### src/rtl/xc_mask_seq_if.sv
// Request / RNG / response bundle for the two-share masked-op sequencer.
// master: request issuer, RNG source and result consumer. slave: the sequencer.
interface xc_mask_seq_if;
  logic        req_valid;
  logic        req_ready;
  logic [1:0]  req_op;
  logic [31:0] req_a0;
  logic [31:0] req_a1;
  logic [31:0] req_b0;
  logic [31:0] req_b1;
  logic        rng_valid;
  logic [31:0] rng_data;
  logic        rng_ready;
  logic        rsp_valid;
  logic        rsp_ready;
  logic [31:0] rsp_s0;
  logic [31:0] rsp_s1;
  logic        busy;

  modport master (
    output req_valid, req_op,
    output req_a0, req_a1, req_b0, req_b1,
    output rng_valid, rng_data, rsp_ready,
    input  req_ready, rng_ready,
    input  rsp_valid, rsp_s0, rsp_s1, busy
  );

  modport slave (
    input  req_valid, req_op,
    input  req_a0, req_a1, req_b0, req_b1,
    input  rng_valid, rng_data, rsp_ready,
    output req_ready, rng_ready,
    output rsp_valid, rsp_s0, rsp_s1, busy
  );
endinterface

### src/rtl/xc_mask_seq.sv
// Two-share masked NOT / AND / B2A sequencer with RNG stall.
// Ports: g_clk, g_rst (async high), bus (xc_mask_seq_if.slave).
// XC_MASK_SEQ_REFRESH_EN adds a final share-refresh step.
module xc_mask_seq (
  input  logic         g_clk,
  input  logic         g_rst,
  xc_mask_seq_if.slave bus
);
  localparam logic [1:0] OP_NOT = 2'd0;
  localparam logic [1:0] OP_AND = 2'd1;
  localparam logic [1:0] OP_B2A = 2'd2;

`ifdef XC_MASK_SEQ_REFRESH_EN
  typedef enum logic [1:0] {
    S_IDLE, S_EXEC, S_RSP, S_REFR
  } state_t;
`else
  typedef enum logic [1:0] {
    S_IDLE, S_EXEC, S_RSP
  } state_t;
`endif

  state_t      state_q;
  logic [1:0]  op_q;
  logic [2:0]  step_q;
  logic [31:0] a0_q, a1_q;
  logic [31:0] b0_q, b1_q;
  logic [31:0] z0_q, z1_q;
  logic [31:0] t_q, g_q;

  logic [2:0]  last_step;
  logic        rnd_step;
  logic        stall;
  logic [31:0] r;

  always_comb begin
    last_step = 3'd0;
    case (op_q)
      OP_AND:  last_step = 3'd2;
      OP_B2A:  last_step = 3'd6;
      default: last_step = 3'd0;
    endcase
  end

  // Only the first AND/B2A step (and refresh) draws randomness.
  always_comb begin
    rnd_step = (state_q == S_EXEC) &&
               (step_q == 3'd0) &&
               (op_q == OP_AND ||
                op_q == OP_B2A);
`ifdef XC_MASK_SEQ_REFRESH_EN
    if (state_q == S_REFR)
      rnd_step = 1'b1;
`endif
  end

  assign stall = rnd_step & ~bus.rng_valid;
  assign r     = bus.rng_data;

  assign bus.req_ready = (state_q == S_IDLE);
  assign bus.busy      = (state_q != S_IDLE);
  assign bus.rsp_valid = (state_q == S_RSP);
  assign bus.rng_ready = rnd_step;
  assign bus.rsp_s0    = z0_q;
  assign bus.rsp_s1    = z1_q;

  always_ff @(posedge g_clk or posedge g_rst) begin
    if (g_rst) begin
      state_q <= S_IDLE;
      op_q    <= 2'd0;
      step_q  <= 3'd0;
      a0_q    <= '0;
      a1_q    <= '0;
      b0_q    <= '0;
      b1_q    <= '0;
      z0_q    <= '0;
      z1_q    <= '0;
      t_q     <= '0;
      g_q     <= '0;
    end else begin
      case (state_q)
        S_IDLE: begin
          if (bus.req_valid) begin
            op_q    <= bus.req_op;
            a0_q    <= bus.req_a0;
            a1_q    <= bus.req_a1;
            b0_q    <= bus.req_b0;
            b1_q    <= bus.req_b1;
            step_q  <= 3'd0;
            state_q <= S_EXEC;
          end
        end
        S_EXEC: begin
          if (!stall) begin
            case (op_q)
              OP_NOT: begin
                z0_q <= a0_q;
                z1_q <= ~a1_q;
              end
              OP_AND: begin
                case (step_q)
                  3'd0: begin
                    z0_q <= (a0_q & b0_q) ^ r;
                    t_q  <= r ^ (a0_q & b1_q);
                  end
                  3'd1:
                    t_q  <= t_q ^ (a1_q & b0_q);
                  3'd2:
                    z1_q <= t_q ^ (a1_q & b1_q);
                  default: ;
                endcase
              end
              OP_B2A: begin
                case (step_q)
                  3'd0: begin
                    g_q <= r;
                    t_q <= a0_q ^ r;
                  end
                  3'd1: t_q  <= t_q - g_q;
                  3'd2: t_q  <= t_q ^ a0_q;
                  3'd3: g_q  <= g_q ^ a1_q;
                  3'd4: z0_q <= a0_q ^ g_q;
                  3'd5: z0_q <= z0_q - g_q;
                  3'd6: begin
                    z0_q <= z0_q ^ t_q;
                    z1_q <= a1_q;
                  end
                  default: ;
                endcase
              end
              default: begin
                z0_q <= '0;
                z1_q <= '0;
              end
            endcase
            if (step_q == last_step) begin
`ifdef XC_MASK_SEQ_REFRESH_EN
              state_q <= S_REFR;
`else
              state_q <= S_RSP;
`endif
            end else begin
              step_q <= step_q + 3'd1;
            end
          end
        end
`ifdef XC_MASK_SEQ_REFRESH_EN
        S_REFR: begin
          if (!stall) begin
            // Arithmetic shares re-mask additively.
            if (op_q == OP_B2A) begin
              z0_q <= z0_q - r;
              z1_q <= z1_q + r;
            end else begin
              z0_q <= z0_q ^ r;
              z1_q <= z1_q ^ r;
            end
            state_q <= S_RSP;
          end
        end
`endif
        S_RSP: begin
          if (bus.rsp_ready)
            state_q <= S_IDLE;
        end
        default: state_q <= S_IDLE;
      endcase
    end
  end
endmodule

### src/flat_wrapper.sv
// flat-port wrapper written by rule: the top's interface ports become plain ports
module xc_mask_seq_flat 
  (g_clk, g_rst, bus_req_valid, bus_req_op, bus_req_a0, bus_req_a1, bus_req_b0, bus_req_b1, bus_rng_valid, bus_rng_data, bus_rsp_ready, bus_req_ready, bus_rng_ready, bus_rsp_valid, bus_rsp_s0, bus_rsp_s1, bus_busy);
  xc_mask_seq_if bus_i ();
  input  logic g_clk;
  input  logic g_rst;
  input wire logic [$bits(bus_i.req_valid)-1:0] bus_req_valid;
  input wire logic [$bits(bus_i.req_op)-1:0] bus_req_op;
  input wire logic [$bits(bus_i.req_a0)-1:0] bus_req_a0;
  input wire logic [$bits(bus_i.req_a1)-1:0] bus_req_a1;
  input wire logic [$bits(bus_i.req_b0)-1:0] bus_req_b0;
  input wire logic [$bits(bus_i.req_b1)-1:0] bus_req_b1;
  input wire logic [$bits(bus_i.rng_valid)-1:0] bus_rng_valid;
  input wire logic [$bits(bus_i.rng_data)-1:0] bus_rng_data;
  input wire logic [$bits(bus_i.rsp_ready)-1:0] bus_rsp_ready;
  output wire logic [$bits(bus_i.req_ready)-1:0] bus_req_ready;
  output wire logic [$bits(bus_i.rng_ready)-1:0] bus_rng_ready;
  output wire logic [$bits(bus_i.rsp_valid)-1:0] bus_rsp_valid;
  output wire logic [$bits(bus_i.rsp_s0)-1:0] bus_rsp_s0;
  output wire logic [$bits(bus_i.rsp_s1)-1:0] bus_rsp_s1;
  output wire logic [$bits(bus_i.busy)-1:0] bus_busy;
  assign bus_i.req_valid = bus_req_valid;
  assign bus_i.req_op = bus_req_op;
  assign bus_i.req_a0 = bus_req_a0;
  assign bus_i.req_a1 = bus_req_a1;
  assign bus_i.req_b0 = bus_req_b0;
  assign bus_i.req_b1 = bus_req_b1;
  assign bus_i.rng_valid = bus_rng_valid;
  assign bus_i.rng_data = bus_rng_data;
  assign bus_i.rsp_ready = bus_rsp_ready;
  assign bus_req_ready = bus_i.req_ready;
  assign bus_rng_ready = bus_i.rng_ready;
  assign bus_rsp_valid = bus_i.rsp_valid;
  assign bus_rsp_s0 = bus_i.rsp_s0;
  assign bus_rsp_s1 = bus_i.rsp_s1;
  assign bus_busy = bus_i.busy;
  xc_mask_seq u_core (.g_clk(g_clk), .g_rst(g_rst), .bus(bus_i));
endmodule
### config.mk
export PLATFORM = sky130hd
export DESIGN_NAME = xc_mask_seq_flat
export DESIGN_NICKNAME = d
export VERILOG_FILES = /design/src/rtl/xc_mask_seq_if.sv /design/src/rtl/xc_mask_seq.sv /design/src/flat_wrapper.sv
export SDC_FILE = /design/constraint.sdc
export NUM_CORES = 1
export LEC_CHECK = 0
export ABC_AREA = 0
export CAP_MARGIN = 30
export CORE_MARGIN = 3
export CORE_UTILIZATION = 35
export DETAILED_ROUTE_END_ITERATION = 6
export DONT_BUFFER_PORTS = 1
export GPL_TIMING_DRIVEN = 1
export PLACE_DENSITY = 0.52
export SYNTH_ARGS = -nofsm -noshare
export SYNTH_HDL_FRONTEND = slang
export SYNTH_SLANG_ARGS = --single-unit
export TNS_END_PERCENT = 1
### constraint.sdc
create_clock -name g_clk -period 14.5 [get_ports g_clk]
set_clock_uncertainty 0.05 [all_clocks]
set_input_delay 4.35 -clock g_clk [delete_from_list [all_inputs] [get_ports g_clk]]
set_output_delay 4.35 -clock g_clk [all_outputs]
set_load 0.005 [all_outputs]
==> reports/results.ini, run 1 <==
[run_status]
status = finished, final reports clean

[global_routing]
grt_max_degree = 149
grt_pass1_wl_mm = 98.5
antenna_found_initial = 4
grt_pass1_vias = 15800
gr-total-overflow = 0
track_usage_pct = 22.5

[worst_hold_path]
hold_path.class = reg2reg
holdCritStartpoint = u_core.bus.rsp_s1[13]
hold_path_depth = 2

[yosys]
synth_fp_nets = 2382
ys.flop_type = dfrtp_1
synth_top_area_share_pct = 35.1
avgSynthCellArea_um2 = 8.76
synth.area.top_cells = dfrtp_1 35%, mux2_2 7.7%, nand2_1 6.3%
synth_seq_cells = 263
syn_inst = 2141
ys_seq_area_share_pct = 35.1
syn_area_mm2 = 0.0188
async_flop_share_pct = 100
synth_edf_count = 0
synth.distinct_cells = 75
synth_top_area_cell = dfrtp_1
ys_warn_count = 0

[timing]
fin_crit_ns = 6.25
worst_slack_ns = 8.25
finalSetupTns_ns = 0
hold_viol = 0
clock.fmax_mhz = 160
setup_viol = 0
grt_setup_unrepaired = no
relSlewSlack_pct = 34.7
report.final.slew_viol_count = 0
fin_crit_sh_pct = 43.1
fin_hold_ws_ns = 0.468
worst_slew_pin_slew_ns = 0.980

[power_and_ir_drop]
p_leak_nw = 8.58
internal-power_mw = 3.32
p_seq_share_pct = 27.2
power_frac_clock_pct = 16.3
irDropWorstVdd_v = 0.000128
power_switching_mw = 3.00
power.density_mw_per_mm2 = 305
switching_share_pct = 47.5
combPwrFrac_pct = 56.4

[clock_tree]
h-tree-depth = 2
clock-sinks = 263
post-cts-setup-buffers = 0
clk_pin_slew_ns = 0.05
ctsHoldBuffers = 0
root_buffer = clkbuf_16
numCtsBuffers = 37
tritoncts = done
cts_max_path_buffers = 3
cts_resized = 0
clk_latency_ns = 0.56

[floorplanning]
rows = 84
ios = 235
dieWidth_um = 238
initial_utilization_pct = 35.6
core_mm2 = 0.0528
die_y_um = 238
die-area_mm2 = 0.0564

[final_layout]
area_growth_syn_to_layout_pct = 10.7
layout-drive-gt1-share_pct = 12.8
multi_input_area_mm2 = 0.0115
seq_area_mm2 = 0.00658
fillCellCount = 5252
nets = 2306

[placed_design]
dpl.hpwl_mm = 44.3
gp_congestion = 0.870
dpl_worst_slack_ns = 8.01
portBuffers = 0

[worst_setup_path]
timing_worst_setup_path_type = reg2out
arrival_ns = 1.85
startpoint = u_core.step_q[1]
reg2reg_depth = 10
worstReg2RegStart = u_core.op_q[0]
cp_max_fo = 6
cp-start-kind = flip-flop
crit_path_end_kind = output port
cp.required_ns = 10.10

[drt]
vias_per_cell = 5.85
drc = 0
drt-initial-drc-count = 1317
final_antenna_net_count = 0
vias = 16300
dr.pass1.iters = 5
routedWlPerCell_um = 23.1
routed_wl_mm = 64.4

[flow_run]
maxCapViolations = 0

==> placed cells by master (no fill, tap or decap), drive strengths merged, types with 15 or more instances in the layout <==
cell    instances
o21ai         163
dfrtp         263
mux2i          31
buf            24
a21oi         193
nor2           87
o22ai          86
ha             72
clkbuf         48
o31ai          41
mux4           15
mux2          130
nand3          67
xor2           85
a221oi         22
inv            58
a31oi          15
nor2b          20
nand2b         15
nand2         316
xnor2         125
a21o           29
o21bai         16
==> power groups by stage <==
stage               combinational (mW)  sequential [mW]  clock, mW
global route                      3.95             1.79       1.09
detailed placement                3.54             1.73          0
CTS                               3.55             1.72       1.06
finish                            3.57             1.72       1.03
global placement                  3.49             1.71          0
floorplan                         2.82             1.45          0
==> per-stage QoR <==
step                      cells  total power, mW  utilization, %  instance area [um^2]
final                      2785             6.32            39.4                 20800
after CTS                  2780             6.33            39.3                 20700
after global routing       2784             6.84            39.4                 20800
after floorplan            2141             4.27               -                 18800
after global placement     2712             5.21            36.7                 19300
after detailed placement   2712             5.27            36.7                 19300
==> cells in the mapped netlist (4+ instances only) <==
cell type and number:
xor2_1 85, o22ai_1 86, nand2_1 315, o21ai_0 148, nand4_1 8, mux4_2 15
o21bai_1 16, a21oi_1 192, o31ai_1 41, a21o_1 28, a221oi_1 22, o41ai_1 4
or2_2 5, and3_1 9, a311oi_1 6, buf_1 8, inv_1 57, a41oi_1 8
o21a_1 10, dfrtp_1 263, nand2b_1 15, o21ai_1 15, buf_2 4, clkbuf_1 127
xnor2_1 125, o221ai_1 13, mux2_2 129, nor3_1 10, a2111oi_0 6, a22o_1 13
nor2b_1 19, o211ai_1 9, nand3_1 67, mux2i_1 31, a31oi_1 15, and2_1 4
nor2_1 87, ha_1 72
==> worst paths after layout <==
path                                               to  slack [ns]
worst min-delay path            u_core.bus.rsp_s1[13]        0.47
min in group asynchronous              u_core.b1_q[2]        3.48
worst max-delay path                    bus_rng_ready        8.25
max in group asynchronous              u_core.t_q[18]        9.80
worst min register to register  u_core.bus.rsp_s1[13]        0.47
worst max register to register  u_core.bus.rsp_s0[31]       10.71
==> state kept, by name, indices dropped and copies added, names as in the netlist <==
signal and count:
u_core.a0_q 32, u_core.a1_q 32, u_core.b0_q 32, u_core.b1_q 32
u_core.bus.rsp_s0 32, u_core.bus.rsp_s1 32, u_core.g_q 32, u_core.op_q 2
u_core.state_q 2, u_core.step_q 3, u_core.t_q 32
==> cell families after synthesis <==
kind of cell | synth area share [%]
AOI/OAI and AO/OA | 22.1
xor gates and xnor gates | 9.80
adders and majority gates | 5.01
buffers and inverters | 3.97
DFF | 35.1
muxes | 11.3
and+or+nand+nor | 12.7
==> critical path, stage by stage (launching register included) <==
cell and delay, ns:
dfrtp_1 0.45, inv_1 0.13, ha_1 0.17, nor2b_1 0.24, nand2_1 0.15, nor2_1 0.17
==> layer usage <==
metal / up-vias / global-route usage [%] / share of wire, %
met5: - / 0 / 0.031
met4: 2 / 7.56 / 3.0
met3: 110 / 5.56 / 7.3
met2: 538 / 35.7 / 46
met1: 8060 / 30.1 / 44
li1: 7593 / - / -
==> layout make-up <==
type / count / area share [%]
clock inverter: 20 / 1.52
sequential: 263 / 31.7
tap: 688 / 4.14
multi-input combinational: 1681 / 55.4
timing repair buffer: 24 / 1.04
antenna: 3 / 0.0361
clock buffer: 48 / 5.10
inverter: 58 / 1.08
Note: power is estimated with default switching activity, not from simulation.
==> inputs of run 2 (changes only) <==
- PLACE_DENSITY: 0.52 -> 0.54
- clock period: 14.5 -> 5.5 ns (I/O delays scaled with it)
==> run 2 against run 1 <==
  * Routed wire length grew 1.4%
  * Sequential cell count is the same
  * Non-clock buffer count grew 2
  * Cell count shrank 0.22%
  * Utilization is essentially flat
  * Sequential power grew to 2.6 times the previous value
  * Power grew to 2.7 times the previous value
  * Combinational power grew to 2.7 times the previous value
  * First-iteration DRC count grew 5.9%
  * Clock-buffer cell count shrank 2
  * Hold slack gained 0.0027 ns
==> reports/results.ini, run 2 (synthesized netlist as in run 1, its figures left out) <==
[global_routing]
gr-total-overflow = 0
antenna_found_initial = 6
track_usage_pct = 22.5
grt_max_degree = 137
grt_pass1_wl_mm = 98.8
grt_pass1_vias = 15800

[clock_tree]
clk_pin_slew_ns = 0.06
clk_latency_ns = 0.55
numCtsBuffers = 35
cts_max_path_buffers = 3
post-cts-setup-buffers = 0
ctsHoldBuffers = 0
tritoncts = done
cts_resized = 0
h-tree-depth = 2
root_buffer = clkbuf_16
clock-sinks = 263

[timing]
worst_slew_pin_slew_ns = 1.02
relSlewSlack_pct = 31.5
setup_viol = 0
report.final.slew_viol_count = 0
clock.fmax_mhz = 263
grt_setup_unrepaired = no
finalSetupTns_ns = 0
fin_hold_ws_ns = 0.470
fin_crit_ns = 3.80
hold_viol = 0
fin_crit_sh_pct = 69.1

[drt]
drc = 0
vias = 16300
routedWlPerCell_um = 23.5
final_antenna_net_count = 0
routed_wl_mm = 65.3
vias_per_cell = 5.88
drt-initial-drc-count = 1395
dr.pass1.iters = 5

[floorplanning]
ios = 235
die_y_um = 238
rows = 84
die-area_mm2 = 0.0564
initial_utilization_pct = 35.6
core_mm2 = 0.0528
dieWidth_um = 238

[worst_setup_path]
cp-start-kind = flip-flop
crit_path_end_kind = flip-flop
cp.required_ns = 5.92
timing_worst_setup_path_type = reg2reg
arrival_ns = 4.22
cp_max_fo = 19

[final_layout]
layout_common_cells = 313 x nand2_1, 263 x dfrtp_1, 192 x a21oi_1
mostFrequentLayoutCell = nand2_1
post-route-util_pct = 39.4
area_growth_syn_to_layout_pct = 10.7
layout-drive-gt1-share_pct = 12.6
nets = 2306
fin_area_mm2 = 0.0208

[worst_hold_path]
hold_path.class = reg2reg

[flow_run]
maxCapViolations = 0

[placed_design]
postPlaceCellArea_mm2 = 0.0194
gp_congestion = 0.892
dpl.hpwl_mm = 45.1
portBuffers = 0

[power_and_ir_drop]
power.density_mw_per_mm2 = 809
irDropWorstVdd_v = 0.000477
p_leak_nw = 8.57
power.total_mw = 16.8

[run_status]
status = finished, final reports clean

[run 2: cell types whose count changed in the layout (fill, tap and decap cells not counted), moves of 2 or more]
cell,delta
clkbuf_16,-2
bufinv_16,+3
diode_2,-2
clkinv_2,-4
buf_12,+3
clkinv_4,-2
[run 2: final cells by class]
type / count / area (um^2)
clock inverters: 16 / 359
diodes: 1 / 2.50
repair buffers: 26 / 253
fillers: 5276 / 32000
well taps: 688 / 861
clock buffers: 46 / 1000
flip-flops and latches: 263 / 6580
inverters: 58 / 221
multi-input cells: 1681 / 11500
[run 2: final timing paths]
| check | startpoint | end | slack, ns | cells after the start |
|---|---|---|---|---|
| setup reg to reg | u_core.step_q[0] | u_core.t_q[9] | 1.70 | 11 |
| hold / removal | u_core.bus.rsp_s1[1] | u_core.bus.rsp_s1[1] | 0.47 | 2 |
| max in group asynchronous | g_rst | u_core.b1_q[19] | 3.56 | 2 |
| min in group asynchronous | g_rst | u_core.a1_q[8] | 1.11 | 2 |
| hold reg to reg | u_core.bus.rsp_s1[1] | u_core.bus.rsp_s1[1] | 0.47 | 2 |
| setup / recovery | u_core.step_q[0] | u_core.t_q[9] | 1.70 | 11 |
[run 2: per-stage QoR]
step	cells	setup slack [ns]
detailed placement	2715	1.27
global route	2779	1.53
floorplan	2141	0.330
finish	2779	1.70
CTS	2777	1.71
global placement	2714	1.32
[run 2: power by group]
group	internal, mW	switching, mW	total, mW	leakage, nW
clock	1.79	0.934	2.73	0.666
combinational	4.13	5.39	9.52	4.74
sequential	2.90	1.65	4.55	3.16
total	8.83	7.98	16.8	8.57
[run 2: per-layer routing]
layer / up-vias / wire [um] / global-route usage [%]
met2: 558 / 30300 / 36.7
met3: 105 / 4800 / 4.93
met5: - / 38 / 0
li1: 7583 / - / -
met1: 8085 / 28300 / 29.9
met4: 8 / 1810 / 7.30
[run 2: worst max-delay path: stages (launching register included)]
cell      delay [ns]
dfrtp_1         0.44
inv_1           0.10
ha_1            0.25
nand2_2         0.27
buf_12          0.27
a21o_1          0.18
o21ai_0         0.10
and3_1          0.55
nand2_1         0.47
nor2_1          0.56
o311ai_0        0.26
o21ai_0         0.20
